### src/rtl/uart_xyz_tx.sv
// uart_xyz_tx
// UART 8N1 frame transmitter for x/y/z result vectors. On an accepted start
// pulse it latches three 32-bit words and sends a 14-byte frame on tx:
// HEADER, x/y/z bytes MSB-first (12 bytes), then an 8-bit additive checksum
// of the 12 payload bytes (header excluded, carry discarded).
//
// Parameters:
//   CLKS_PER_BIT - clk50 cycles per UART bit (>= 2)
//   HEADER       - first byte of every frame
// Ports:
//   clk50  in   system clock, rising edge
//   rst_n  in   asynchronous active-low reset
//   start  in   frame request, sampled only while idle
//   x,y,z  in   payload words, latched on accepted start
//   tx     out  registered serial line, idles high
//   busy   out  frame in progress
//   done   out  one-cycle pulse when the final stop bit ends
module uart_xyz_tx #(
  parameter int          CLKS_PER_BIT = 434,
  parameter logic [7:0]  HEADER       = 8'hA5
) (
  input  logic        clk50,
  input  logic        rst_n,
  input  logic        start,
  input  logic [31:0] x,
  input  logic [31:0] y,
  input  logic [31:0] z,
  output logic        tx,
  output logic        busy,
  output logic        done
);

  localparam logic [1:0] IDLE      = 2'd0;
  localparam logic [1:0] START_BIT = 2'd1;
  localparam logic [1:0] DATA_BITS = 2'd2;
  localparam logic [1:0] STOP_BIT  = 2'd3;

  localparam int unsigned    BW        = $clog2(CLKS_PER_BIT);
  localparam logic [BW-1:0]  BAUD_LAST = BW'(CLKS_PER_BIT - 1);

  logic [1:0]    state;
  logic [BW-1:0] baud_cnt;
  logic [2:0]    bit_idx;
  logic [3:0]    byte_idx;
  logic [95:0]   shadow;
  logic [7:0]    csum;
  logic [7:0]    cur_byte;
  logic          bit_end;

  assign bit_end = (baud_cnt == BAUD_LAST);

  always_ff @(posedge clk50 or negedge rst_n) begin
    if (!rst_n) begin
      state    <= IDLE;
      baud_cnt <= '0;
      bit_idx  <= '0;
      byte_idx <= '0;
      shadow   <= '0;
      csum     <= '0;
      cur_byte <= '0;
      tx       <= 1'b1;
      busy     <= 1'b0;
      done     <= 1'b0;
    end else begin
      done <= 1'b0;
      case (state)
        IDLE: begin
          if (start) begin
            state    <= START_BIT;
            tx       <= 1'b0;
            busy     <= 1'b1;
            baud_cnt <= '0;
            bit_idx  <= '0;
            byte_idx <= '0;
            csum     <= '0;
            shadow   <= {x, y, z};
            cur_byte <= HEADER;
          end
        end

        START_BIT: begin
          if (bit_end) begin
            baud_cnt <= '0;
            bit_idx  <= '0;
            state    <= DATA_BITS;
            // cur_byte is consumed LSB-first by shifting right each bit
            tx       <= cur_byte[0];
            cur_byte <= {1'b0, cur_byte[7:1]};
          end else begin
            baud_cnt <= baud_cnt + 1'b1;
          end
        end

        DATA_BITS: begin
          if (bit_end) begin
            baud_cnt <= '0;
            if (bit_idx == 3'd7) begin
              state <= STOP_BIT;
              tx    <= 1'b1;
            end else begin
              bit_idx  <= bit_idx + 3'd1;
              tx       <= cur_byte[0];
              cur_byte <= {1'b0, cur_byte[7:1]};
            end
          end else begin
            baud_cnt <= baud_cnt + 1'b1;
          end
        end

        STOP_BIT: begin
          if (bit_end) begin
            baud_cnt <= '0;
            if (byte_idx == 4'd13) begin
              state <= IDLE;
              busy  <= 1'b0;
              done  <= 1'b1;
            end else begin
              byte_idx <= byte_idx + 4'd1;
              state    <= START_BIT;
              tx       <= 1'b0;
              // Payload is taken from the top of the shadow register, which
              // shifts up a byte per load; the checksum is accumulated as each
              // payload byte is loaded, so it is complete when byte 13 loads.
              if (byte_idx == 4'd12) begin
                cur_byte <= csum;
              end else begin
                cur_byte <= shadow[95:88];
                shadow   <= {shadow[87:0], 8'h00};
                csum     <= csum + shadow[95:88];
              end
            end
          end else begin
            baud_cnt <= baud_cnt + 1'b1;
          end
        end

        default: state <= IDLE;
      endcase
    end
  end

endmodule

### config.mk
export PLATFORM = sky130hd
export DESIGN_NAME = uart_xyz_tx
export DESIGN_NICKNAME = d
export VERILOG_FILES = /design/src/rtl/uart_xyz_tx.sv
export SDC_FILE = /design/constraint.sdc
export NUM_CORES = 1
export LEC_CHECK = 0
export BUFFER_PORTS_ARGS = -buffer_cell sky130_fd_sc_hd__buf_2
export CAP_MARGIN = 20
export CORE_MARGIN = 10
export CORE_UTILIZATION = 55
export CTS_CLUSTER_SIZE = 16
export DETAILED_ROUTE_END_ITERATION = 12
export PLACE_DENSITY = 0.78
export SLEW_MARGIN = 20
export SYNTH_ARGS = -nofsm -noshare
export SYNTH_HDL_FRONTEND = slang
export SYNTH_SLANG_ARGS = --single-unit
### constraint.sdc
create_clock -name clk50 -period 6.32 [get_ports clk50]
set_input_delay 1.264 -clock clk50 [delete_from_list [all_inputs] [get_ports clk50]]
set_output_delay 1.264 -clock clk50 [all_outputs]
set_load 0.01 [all_outputs]
# After elaboration in Yosys (flattened, before gate mapping)

Cells that the tools add are included.

Memory bits (writable): 0
Logic and storage cells: 92
Input port bits: 99
Memories: 0
Output and inout bits: 3
Register bits after elaboration: 133
Bits in read-only memories: 0
Bits in latches: 0

Reduce and logical (&&, ||, !) cells: 11
Multiplexer cells: 51
Equality and inequality tests: 16
Divide/modulo/power cells: 0
Bitwise gates (word level): 0
Multipliers: 0
$add $sub $neg: 4
$lt $le $gt $ge: 0
Shift operators: 0

Operator list:

| operator              | number |
|---|---|
| $mux W96              | 4 |
| $pmux W96 S2          | 1 |
| $mux W8               | 11 |
| $pmux W8 S4           | 1 |
| $reduce_and A5 Y1     | 4 |
| $mux W9               | 2 |
| $ne A2 B2 Y1 const B  | 9 |
| $pmux W9 S2           | 1 |
| $pmux W8 S2           | 1 |
| $mux W1               | 13 |
| $mux W3               | 4 |
| $mux W4               | 3 |
| $mux W2               | 5 |
| $add A9 B1 Y9 const B | 1 |
| $eq A9 B9 Y1 const B  | 1 |
| $pmux W3 S3           | 1 |
| $add A8 B8 Y8         | 1 |
| $eq A4 B4 Y1 const B  | 2 |
| $pmux W2 S4           | 1 |
| $pmux W4 S2           | 1 |
| $reduce_and A4 Y1     | 2 |
| $reduce_and A6 Y1     | 1 |
| $add A4 B1 Y4 const B | 1 |
| $eq A2 B2 Y1 const B  | 2 |
| other kinds (9)       | 9 |

# Logic depth before layout (Yosys ltp)

Depth after elaboration: 5
Gate-level depth with buffers: 11
Gate-level depth less buffers: 8

# Worst setup path before layout

Ideal clock, no wire load.

Kind: input to register
From: input port start
To: register shadow[23]
Library setup time: 132 ps
Stages: 8
Buffers on the path: 3
Data arrival time: 2284 ps
Slack: 3904 ps
Required time: 6188 ps
Path through: nand2b_1 o211ai_1 a21o_1 buf_6 buf_6 buf_6 nand2_1 o21ai_1

Word-level cells in the longest chain between the ends: 2

Ends and longest elaborated chain:

| element                            | line | text |
|---|---|---|
| from (decl)                        | 24   | `input logic start,` |
| $ne A2 B2 Y1 (no source line)      | n/a  |  |
| $reduce_and A5 Y1 (no source line) | n/a  |  |
| to (signal assigned)               | 76   | `shadow <= {x, y, z};` |
| to (signal assigned)               | 128  | `shadow <= {shadow[87:0], 8'h00};` |
| to (decl)                          | 45   | `logic [95:0] shadow;` |

No other way between the ends.
A chain may end at the register's enable or synchronous reset.

# Final worst setup path

From: register state[0]
To: register shadow[63]

Word-level cells in the longest chain between the ends: 3
Elaborated cells on any way between the ends: 9
Those cells by class: eq/ne (5); mux (1); reduce/logical (3)

Ends and longest elaborated chain:

| element                                                             | line | text |
|---|---|---|
| from (decl)                                                         | 41   | `logic [1:0] state;` |
| from (signal assigned)                                              | 54   | `state <= IDLE;` |
| from (signal assigned)                                              | 69   | `state <= START_BIT;` |
| from (signal assigned)                                              | 85   | `state <= DATA_BITS;` |
| $eq A2 B2 Y1 or $logic_not A2 Y1 (tied branches)                    | 66   | `case (state)` |
| $ne A2 B2 Y1 (no source line) or $reduce_bool A2 Y1 (tied branches) | n/a  |  |
| $reduce_and A5 Y1 (no source line)                                  | n/a  |  |

Several ways; a longest one is shown, not always the timed one.

==> results.cfg <==
[finish]
drive_gt1_share_pct = 20.5
final_nets = 838
final_cell_count_no_fill = 874
diodes = 0
fin_util_pct = 66.3
syn_to_final_growth_pct = 16.4

[pwr]
pwr-share-comb_pct = 38.8
peakVddDrop_v = 0.000372
power.internal_uw = 2370
pwr-share-seq_pct = 37.5
p_sw_uw = 1500
p_clk_share_pct = 23.7
power_density_nw_per_um2 = 505
swShare_pct = 38.7
p_leak_uw = 0.00360

[timing]
slew_headroom_pct = 31.7
max_freq_mhz = 304
period_needed_ns = 3.29
fin_ws_ns = 3.03
drv_slew = 0
fin_skew_ns = 0.00656
fin_tns_setup_ns = 0
worst_pin_slew_ns = 1.02
rsz0062_at_grt = no
period_share_pct = 52.1
hold_ws_ns = 0.477
setup_violations = 0
hold_viol = 0

[floorplanning]
start_util_pct = 57.0
io_pins = 102
dieArea_sq_um = 16800
die_h_um = 129
dieWidth_um = 129
design.core.area_sq_um = 11600
rows = 39

[clocking]
cts_tree = yes
cts.sinks = 133
root_buffer = clkbuf_16
post_cts_buffers = 0
hold_buffers = 0
numCtsBuffers = 17
ctsResizeCount = 0
cts.clk_slew.worst_paths_ns = 0.05
htreeDepth = 4
clk_latency_ns = 0.42
cts_max_path_buffers = 2

[placement]
placedCellCount = 842
numPortBuffers = 101
preCtsSetupSlack_ns = 2.91
place_congestion = 0.814
dp_hpwl_um = 10400

[yosys]
synthFlopType = dfrtp_1
synthesis.nets = 752
ys_types = 47
netlist_instances = 633
ys_warn_count = 0
synth_seq_cells = 133
synth_area_per_cell_sq_um = 10.4
synth_top_area_share_pct = 50.1
syn-cell-area_sq_um = 6590
synth_area_leaders = dfrtp_1, mux2i_1, o21ai_1, nand2_1, ha_1
async_reset_ff_share_pct = 100
yosysTopAreaCell = dfrtp_1
yosysSeqAreaShare_pct = 50.5
synth_edf_count = 0

[routing]
detail_route.vias_per_cell = 5.66
num_vias = 4950
dr.pass1.iters = 6
finalWirelength_um = 15100
postRouteAntennaNets = 0
drtIter0Drc = 417
wl_per_cell_um = 17.3
drc = 0
met1_length_um = 6920
route.met2.wl_um = 7310
routed.top_layer = met4
wl_met3_um = 807

[flow_run]
cap_violations = 0

[global_route]
antenna_found_initial = 0
grt_pass1_vias = 5086
grt_pass1_wl_um = 25000
grt_use_total_pct = 18.6
globalRouteOverflowTotal = 0
grt_start_max_net_pins = 115

[critical_path]
timing.critical_path.mode_cell = buf_4
crit_chain = ha_4 > buf_4 > buf_16 > a21o_4 > buf_4 > nand2_1 > o21ai_1
slowest_delay_ns = 0.76
slowest_stage = buf_4
cp.required_ns = 6.64
path_max_fanout = 114
cp-start-kind = register
critPathKind = register to register
cp_data_arrival_time_ns = 3.61
cp-end-kind = register

[hold_path]
hold_path.class = register to register

[run_status]
outcome = finished, final reports clean
## layout make-up
type,count,area (sq um)
Fill cell,884,3900
Sequential cell,133,3330
Multi-Input combinational cell,451,3000
Timing Repair Buffer,106,566
Clock buffer,21,470
Tap cell,143,179
Clock inverter,10,81.3
Inverter,10,37.5
## layout by cell type (no fill, tap or decap), types with 9 or more instances in the layout
master / instances
a22o_1: 15
buf_2: 100
clkbuf_16: 17
dfrtp_1: 132
ha_1: 18
inv_1: 9
mux2i_1: 94
nand2_1: 111
nand3_1: 10
nor2_1: 25
o21ai_0: 15
o21ai_1: 86
## cells in the mapped netlist (all sizes together) (2+ instances only)
master  number
and3         3
dfrtp      132
xor2         8
o31ai        5
clkbuf      20
a211oi       4
a21o         7
nand2      112
mux2         5
nand4        3
inv          9
a22o        15
o21ai      103
buf         19
nand2b       2
o211ai       3
mux2i       94
ha          19
nand3       10
xnor2        4
a21oi        8
nor3         2
nor2        25
a221oi       5
## flip-flops by register name, indices dropped and copies added (netlist names)
register / flops
baud_cnt: 9
bit_idx: 3
busy: 1
byte_idx: 4
csum: 8
cur_byte: 8
done: 1
shadow: 96
state: 2
tx: 1
## critical path: cells and delay by family, from the launching register on
| kind | cells | cell delay (ns) |
|---|---|---|
| buffers and inverters | 3 | 1.57 |
| adders and majority gates | 1 | 0.53 |
| DFF | 1 | 0.47 |
| AOI/OAI and AO/OA | 2 | 0.35 |
| and+or+nand+nor | 1 | 0.17 |
## power groups by stage
| stage | Combinational (uW) | Clock, uW | Sequential [uW] |
|---|---|---|---|
| after floorplan | 1320 | 0 | 1370 |
| after global placement | 1400 | 0 | 1430 |
| after detailed placement | 1490 | 0 | 1450 |
| after CTS | 1500 | 932 | 1450 |
| after global routing | 1710 | 976 | 1490 |
| final | 1500 | 919 | 1450 |
## metrics by stage
| stage | area (sq um) | power, uW |
|---|---|---|
| 2_1_floorplan | 6590 | 2690 |
| 3_3_place_gp | 7090 | 2840 |
| 3_5_place_dp | 7090 | 2940 |
| 4_1_cts | 7640 | 3880 |
| 5_1_grt | 7670 | 4170 |
| 6_report | 7670 | 3870 |
## routing by layer
| metal | vias up | track usage [%] |
|---|---|---|
| li1 | 2392 | - |
| met1 | 2441 | 24.5 |
| met4 | 0 | 6.35 |
| met3 | 7 | 5.46 |
| met2 | 110 | 28.7 |
| met5 | - | 0 |
## final timing paths
check                                  from          end  slack (ns)  depth (start not counted)
worst max-delay path               state[0]   shadow[63]        3.03                          7
worst min-delay path            cur_byte[4]  cur_byte[4]        0.48                          2
worst max register to register     state[0]   shadow[63]        3.03                          7
worst min register to register  cur_byte[4]  cur_byte[4]        0.48                          2
max in group asynchronous             rst_n   shadow[31]        4.00                          2
min in group asynchronous             rst_n   shadow[80]        0.92                          1
## cell families (layout without fill, tap and decap cells)
kind of cell	Yosys count	in the layout	synth area share, %
muxes	99	99	15.1
and+or+nand+nor	163	163	10.3
xor gates and xnor gates	12	12	1.60
DFF	133	133	50.5
AOI/OAI and AO/OA	157	157	14.4
adders and majority gates	20	20	3.91
buffers and inverters	49	147	4.20
Note: power is estimated with default switching activity, not from simulation.
